`config.mk`:
```
export PLATFORM = sky130hd
export DESIGN_NAME = data_mem_responder_flat
export DESIGN_NICKNAME = d
export VERILOG_FILES = /design/src/rtl/data_mem_responder_pkg.sv /design/src/rtl/data_mem_responder_if.sv /design/src/rtl/data_mem_responder_dmem_array.sv /design/src/rtl/data_mem_responder.sv /design/src/flat_wrapper.sv
export SDC_FILE = /design/constraint.sdc
export NUM_CORES = 2
export LEC_CHECK = 0
export ABC_AREA = 1
export ABC_CLOCK_PERIOD_IN_PS = 69800
export CORE_MARGIN = 8
export CORE_UTILIZATION = 45
export CTS_BUF_LIST = sky130_fd_sc_hd__clkbuf_8 sky130_fd_sc_hd__clkbuf_16
export CTS_CLUSTER_SIZE = 10
export DETAILED_ROUTE_END_ITERATION = 7
export GPL_TIMING_DRIVEN = 1
export HOLD_SLACK_MARGIN = 0.1
export PLACE_DENSITY_LB_ADDON = 0.12
export SYNTH_ARGS = -nofsm -noshare
export SYNTH_HDL_FRONTEND = slang
export SYNTH_SLANG_ARGS = --single-unit
```
`constraint.sdc`:
```
create_clock -name clk -period 69.8 [get_ports clk]
set_input_delay 13.96 -clock clk [delete_from_list [all_inputs] [get_ports clk]]
set_output_delay 13.96 -clock clk [all_outputs]
set_load 0.005 [all_outputs]
```
`src/rtl/data_mem_responder_pkg.sv`:
```
// Shared core package: datapath widths, wait-state limit and the
// responder FSM state encoding.
package core_pkg;
    localparam int DATA_W   = 8;
    localparam int ADDR_W   = 8;
    localparam int REG_AW   = 3;
    localparam int MAX_WAIT = 15;
    localparam int CNT_W    = 4;   // wide enough for 0..MAX_WAIT

    typedef enum logic [1:0] {
        IDLE = 2'd0,
        BUSY = 2'd1,
        RESP = 2'd2
    } state_t;
endpackage

```
`src/rtl/data_mem_responder_if.sv`:
```
// MEM-stage data-memory request/response bundle. The pipeline side uses
// the master modport, the responder uses the slave modport.
interface data_mem_responder_if #(
    parameter int DATA_W = core_pkg::DATA_W,
    parameter int ADDR_W = core_pkg::ADDR_W
);
    logic              req_valid;
    logic              req_we;
    logic [ADDR_W-1:0] req_addr;
    logic [DATA_W-1:0] req_wdata;
    logic              req_ready;
    logic              rsp_valid;
    logic [DATA_W-1:0] rsp_rdata;
    logic              stall;
    logic              err;

    modport master (
        output req_valid, req_we, req_addr, req_wdata,
        input  req_ready, rsp_valid, rsp_rdata, stall, err
    );

    modport slave (
        input  req_valid, req_we, req_addr, req_wdata,
        output req_ready, rsp_valid, rsp_rdata, stall, err
    );
endinterface

```
`src/rtl/data_mem_responder_dmem_array.sv`:
```
// Data storage for the responder: synchronous write, registered read
// capture, whole-array clear on reset. With DMEM_PARITY_EN defined each
// word also keeps an even-parity bit that is rechecked on read capture.
module dmem_array #(
    parameter int DATA_W = core_pkg::DATA_W,
    parameter int ADDR_W = core_pkg::ADDR_W,
    parameter int DEPTH  = 2**ADDR_W
) (
    input  logic              clk,
    input  logic              reset,
    input  logic              wr_en,
    input  logic              rd_en,
    input  logic [ADDR_W-1:0] addr,
    input  logic [DATA_W-1:0] wdata,
    output logic [DATA_W-1:0] rdata,
    output logic              perr
);
    logic [DATA_W-1:0] mem [DEPTH];
    logic              rd_perr;

    // word storage, cleared on reset
    always_ff @(posedge clk or posedge reset) begin
        if (reset) begin
            for (int i = 0; i < DEPTH; i++) mem[i] <= '0;
        end else if (wr_en) begin
            mem[addr] <= wdata;
        end
    end

`ifdef DMEM_PARITY_EN
    logic [DEPTH-1:0] par;

    // parity bit written alongside the data word
    always_ff @(posedge clk or posedge reset) begin
        if (reset)      par       <= '0;
        else if (wr_en) par[addr] <= ^wdata;
    end

    assign rd_perr = (^mem[addr]) ^ par[addr];
`else
    assign rd_perr = 1'b0;
`endif

    // response capture: read data and parity check on reads, zero on writes
    always_ff @(posedge clk or posedge reset) begin
        if (reset) begin
            rdata <= '0;
            perr  <= 1'b0;
        end else if (rd_en) begin
            rdata <= mem[addr];
            perr  <= rd_perr;
        end else if (wr_en) begin
            rdata <= '0;
            perr  <= 1'b0;
        end
    end
endmodule

```
`src/rtl/data_mem_responder.sv`:
```
// Responder end of the MEM-stage data-memory interface. Accepts one
// request at a time, waits WAIT_CYCLES, performs the access, then
// presents a single-cycle response. Optional parity checking is enabled
// with the DMEM_PARITY_EN macro (handled inside dmem_array).
module data_mem_responder
    import core_pkg::*;
#(
    parameter int DATA_W      = core_pkg::DATA_W,
    parameter int ADDR_W      = core_pkg::ADDR_W,
    parameter int DEPTH       = 2**ADDR_W,
    parameter int WAIT_CYCLES = 1      // 0..MAX_WAIT
) (
    input logic                 clk,
    input logic                 reset,
    data_mem_responder_if.slave bus
);
    state_t            state, state_nx;
    logic [CNT_W-1:0]  cnt;
    logic              lat_we;
    logic [ADDR_W-1:0] lat_addr;
    logic [DATA_W-1:0] lat_wdata;
    logic              access;
    logic [DATA_W-1:0] cap_rdata;
    logic              cap_perr;

    // the access happens on the edge that leaves the last wait state
    assign access = (state == BUSY) && (cnt == '0);

    // state register
    always_ff @(posedge clk or posedge reset) begin
        if (reset) state <= IDLE;
        else       state <= state_nx;
    end

    // next state and handshake outputs
    always_comb begin
        state_nx      = state;
        bus.req_ready = 1'b0;
        bus.rsp_valid = 1'b0;
        case (state)
            IDLE: begin
                bus.req_ready = 1'b1;
                if (bus.req_valid) state_nx = BUSY;
            end
            BUSY: begin
                if (cnt == '0) state_nx = RESP;
            end
            RESP: begin
                bus.rsp_valid = 1'b1;
                state_nx      = IDLE;
            end
            default: state_nx = IDLE;
        endcase
    end

    // request latch and wait-state counter; inputs only matter at accept
    always_ff @(posedge clk or posedge reset) begin
        if (reset) begin
            cnt       <= '0;
            lat_we    <= 1'b0;
            lat_addr  <= '0;
            lat_wdata <= '0;
        end else if (state == IDLE && bus.req_valid) begin
            cnt       <= CNT_W'(WAIT_CYCLES);
            lat_we    <= bus.req_we;
            lat_addr  <= bus.req_addr;
            lat_wdata <= bus.req_wdata;
        end else if (state == BUSY && cnt != '0) begin
            cnt <= cnt - 1'b1;
        end
    end

    dmem_array #(
        .DATA_W (DATA_W),
        .ADDR_W (ADDR_W),
        .DEPTH  (DEPTH)
    ) u_array (
        .clk   (clk),
        .reset (reset),
        .wr_en (access & lat_we),
        .rd_en (access & ~lat_we),
        .addr  (lat_addr),
        .wdata (lat_wdata),
        .rdata (cap_rdata),
        .perr  (cap_perr)
    );

    // response data and error are only visible in the response cycle
    assign bus.rsp_rdata = bus.rsp_valid ? cap_rdata : '0;
    assign bus.err       = bus.rsp_valid & cap_perr;
    // hold the pipeline while a request is pending and not yet answered
    assign bus.stall     = bus.req_valid & ~bus.rsp_valid;
endmodule

```
`src/flat_wrapper.sv`:
```
// flat-port wrapper written by rule: the top's interface ports become plain ports
module data_mem_responder_flat import core_pkg::*;
#(
    parameter int DATA_W      = core_pkg::DATA_W,
    parameter int ADDR_W      = core_pkg::ADDR_W,
    parameter int DEPTH       = 2**ADDR_W,
    parameter int WAIT_CYCLES = 1                    
)
  (clk, reset, bus_req_valid, bus_req_we, bus_req_addr, bus_req_wdata, bus_req_ready, bus_rsp_valid, bus_rsp_rdata, bus_stall, bus_err);
  data_mem_responder_if #(.DATA_W(DATA_W), .ADDR_W(ADDR_W)) bus_i ();
  input logic clk;
  input logic reset;
  input wire logic [$bits(bus_i.req_valid)-1:0] bus_req_valid;
  input wire logic [$bits(bus_i.req_we)-1:0] bus_req_we;
  input wire logic [$bits(bus_i.req_addr)-1:0] bus_req_addr;
  input wire logic [$bits(bus_i.req_wdata)-1:0] bus_req_wdata;
  output wire logic [$bits(bus_i.req_ready)-1:0] bus_req_ready;
  output wire logic [$bits(bus_i.rsp_valid)-1:0] bus_rsp_valid;
  output wire logic [$bits(bus_i.rsp_rdata)-1:0] bus_rsp_rdata;
  output wire logic [$bits(bus_i.stall)-1:0] bus_stall;
  output wire logic [$bits(bus_i.err)-1:0] bus_err;
  assign bus_i.req_valid = bus_req_valid;
  assign bus_i.req_we = bus_req_we;
  assign bus_i.req_addr = bus_req_addr;
  assign bus_i.req_wdata = bus_req_wdata;
  assign bus_req_ready = bus_i.req_ready;
  assign bus_rsp_valid = bus_i.rsp_valid;
  assign bus_rsp_rdata = bus_i.rsp_rdata;
  assign bus_stall = bus_i.stall;
  assign bus_err = bus_i.err;
  data_mem_responder #(.DATA_W(DATA_W), .ADDR_W(ADDR_W), .DEPTH(DEPTH), .WAIT_CYCLES(WAIT_CYCLES)) u_core (.clk(clk), .reset(reset), .bus(bus_i));
endmodule
```
==> results_dict.tcl <==
set metrics [dict create \
    gp_congestion 0.8578 \
    yosysWarnings 0 \
    synth.yosys.seq_area_share_pct 53.54 \
    synthTopCellsByCount "sky130_fd_sc_hd__nand2_1 (6866), sky130_fd_sc_hd__dfrtp_1 (2079), sky130_fd_sc_hd__o21ai_0 (1437), sky130_fd_sc_hd__o21ai_1 (599), sky130_fd_sc_hd__clkbuf_1 (596)" \
    fp-row-count 170 \
    min_clock_period_post_route_ns 29.07 \
    drive_gt1_share_pct 4.785 \
    drt_drc_violations_left 0 \
    hpwl_mm 170.0 \
    syn2layout_area_growth_pct 7.325 \
    clk_pin_slew_ns 0.05 \
    mappedNetlistArea_sq_um 97170 \
    timing.critical_path.fanout_max 2 \
    residual_antenna_violating_net_count_after_detailed_routing 0 \
    die_height_um 480.7 \
    synth_top_cells_by_area "sky130_fd_sc_hd__dfrtp_1 (54%), sky130_fd_sc_hd__nand2_1 (27%), sky130_fd_sc_hd__o21ai_0 (7.4%)" \
    asyncSetResetFlopFracSynth_pct 100.0 \
    numCtsBuffers 231 \
    maxSlewHeadroom_pct 20.88 \
    clockRootBuffer "sky130_fd_sc_hd__clkbuf_16" \
    via_per_inst 5.381 \
    final_core_util_pct 48.59 \
    synth-main-ff-cell "sky130_fd_sc_hd__dfrtp_1" \
    cell_count_of_the_worst_reg_to_reg_path 18 \
    cts_setup_buffers 0 \
    crit_path_start_kind "input pin" \
    full_die_area_sq_um 231100 \
    portBuffers 30 \
    synth_nets 12820 \
    syn_avg_cell_area_sq_um 7.591 \
    routed-via-count 81650 \
    grt.total_usage_pct 25.60 \
    post_drt_wl_per_cell_um 19.70 \
    io_pins 32 \
    netlist.top_cell.by_area "sky130_fd_sc_hd__dfrtp_1" \
    hold-worst-slack_ns 0.4749 \
    grt_pass1_vias 77970 \
    die_width_um 480.7 \
    worst_ep_required_ns 55.84 \
    power_report.internal_total_uw 1925 \
    grt_max_degree 199 \
    worst-setup-path-type "input pin to output port" \
    antenna_violations_before_repair 3 \
    critPathArrivalTime_ns 15.11 \
    hold_viol_final 0 \
    drt-pass1-iter-count 6 \
    final_cell_count_no_fill 15170 \
    p_leak_uw 0.05232 \
    routed_wirelength_mm 298.9 \
    report.final.slew_viol_count 0 \
    upper_clock_frequency_limit_mhz 34.41 \
    power_frac_clock_pct 33.6 \
    yosys.cell_count.top_type "sky130_fd_sc_hd__nand2_1" \
    ff_latch_count_synth 2079 \
    vdd.ir_drop.worst_mv 0.04720 \
    p_sw_share_pct 39.59 \
    power_density_nw_per_um2 30.57 \
    netlist.area_leader.share_pct 53.54 \
    detailedRoute.firstIterationViolations 8143 \
    worstHoldPathCells 1 \
    tritoncts_num_sinks 2079 \
    tritoncts_clock_tree "built" \
    synth_enable_flop_cells 0 \
    fraction_of_power_consumed_by_sequential_logic_pct 40.4 \
    setup_repair_after_global_routing_missed_its_margin "false" \
    cts_hold_buf 0 \
    tightestPinTransition_ns 1.182 \
    fin_crit_sh_pct 41.64 \
    globalRouteOverflowTotal 0 \
    grt_first_pass_wirelength_mm 468.5 \
    clock_skew_ns 0.03248 \
    total_switching_power_uw 1262 \
    yosysUniqueCellTypes 33 \
    cts_h_tree_lvls 4 \
    final_net_count 12290 \
    end_kind "output port" \
    start_util_pct 45.27 \
    insertion_delay_of_the_later_clocked_pin_in_the_worst_skew_pair_ns 0.87 \
    comb_power_share_pct 26.0 \
    timing.hold.worst.class "flop to flop" \
    placed_cells 14880 \
    postCtsResizedCells 0 \
    max_cap_violations 0 \
    run_status "completed" \
    post_synth_inst_count 12800 \
    max_root_sink_buffers 3 \
    fin_setup_tns_ns 0 \
    core_sq_um 214600 \
    final-setup-viol-count 0 \
]
## worst paths after layout
check                                                from                                    to  slack [ns]
max in group asynchronous                           reset    u_core.u_array.mem[50]$_DFFE_PP0P_       51.58
hold reg to reg                 u_core.cnt[3]$_DFFE_PP0P_             u_core.cnt[3]$_DFFE_PP0P_        0.47
min in group asynchronous                           reset  u_core.u_array.mem[1992]$_DFFE_PP0P_       13.65
hold / removal                  u_core.cnt[3]$_DFFE_PP0P_             u_core.cnt[3]$_DFFE_PP0P_        0.47
setup / recovery                            bus_req_valid                             bus_stall       40.73
setup reg to reg           u_core.lat_addr[0]$_DFFE_PP0P_   u_core.u_array.rdata[5]$_DFFE_PP0P_       64.11
## power groups by stage
stage	sequential [uW]	combinational [uW]	clock, uW
4_1_cts	1290	831	1100
5_1_grt	1290	881	1140
6_report	1290	828	1070
3_5_place_dp	1310	831	0
3_3_place_gp	1310	827	0
2_1_floorplan	1300	512	0
## placed cells by master, fill, tap and decap left out, types with 32 or more instances in the layout
| master | n |
|---|---|
| sky130_fd_sc_hd__nand2_1 | 6865 |
| sky130_fd_sc_hd__dfrtp_1 | 2077 |
| sky130_fd_sc_hd__o21ai_0 | 1437 |
| sky130_fd_sc_hd__o21ai_1 | 599 |
| sky130_fd_sc_hd__nor2_1 | 361 |
| sky130_fd_sc_hd__nand3_1 | 248 |
| sky130_fd_sc_hd__clkbuf_16 | 232 |
| sky130_fd_sc_hd__buf_4 | 97 |
| sky130_fd_sc_hd__nand2_4 | 83 |
| sky130_fd_sc_hd__inv_1 | 61 |
| sky130_fd_sc_hd__nand2_2 | 58 |
| sky130_fd_sc_hd__nand4_1 | 32 |
## registers in the layout (all words and copies together), names as in the netlist
name and cells:
u_core.u_array.mem 2048, u_core.cnt 4, u_core.state 2, u_core.lat_we 1, u_core.u_array.rdata 8, u_core.lat_addr 8, u_core.lat_wdata 8
## worst max-delay path, cell delays in order
cell and delay, ns:
sky130_fd_sc_hd__clkdlybuf4s50_1 0.49, sky130_fd_sc_hd__inv_1 0.05, sky130_fd_sc_hd__nor2_1 0.10, sky130_fd_sc_hd__clkdlybuf4s50_1 0.51
## cell families (layout without fill, tap and decap cells)
| family | after synthesis | in the layout | synth area share, % |
|---|---|---|---|
| buffers and inverters | 949 | 480 | 4.424 |
| AND/OR/NAND/NOR | 7691 | 7691 | 31.25 |
| adder cells (fa/ha/maj) | 1 | 1 | 0.01287 |
| other | 1 | 4 | 0.003859 |
| flip-flops | 2079 | 2079 | 53.54 |
| AO/OA/AOI/OAI | 2079 | 2079 | 10.77 |
## metrics by stage
step / instance area (sq um) / worst slack [ns] / total power, uW
2_1_floorplan: 97170 / 26.97 / 1808
3_3_place_gp: 98010 / 40.64 / 2133
3_5_place_dp: 98010 / 40.72 / 2138
4_1_cts: 104300 / 40.72 / 3215
5_1_grt: 104300 / 40.68 / 3316
6_report: 104300 / 40.73 / 3188
## cell type report
cell class	instances	area [sq um]
Inverter	47	281.5
Tap cell	2838	3551
Antenna cell	3	7.507
Sequential cell	2079	52030
Fill cell	21160	110300
Clock buffer	239	5902
Clock inverter	55	366.6
Multi-Input combinational cell	9772	40880
Timing Repair Buffer	139	1269
## metal layers
| metal | global-route usage [%] | vias to the layer above | routed length [um] |
|---|---|---|---|
| met2 | 40.90 | 2374 | 135400 |
| met5 | 0 | - | 0 |
| met3 | 4.039 | 426 | 19610 |
| met4 | 8.012 | 0 | 9589 |
| li1 | - | 39190 | - |
| met1 | 35.99 | 39660 | 134300 |
(Power assumes the default switching activity.)
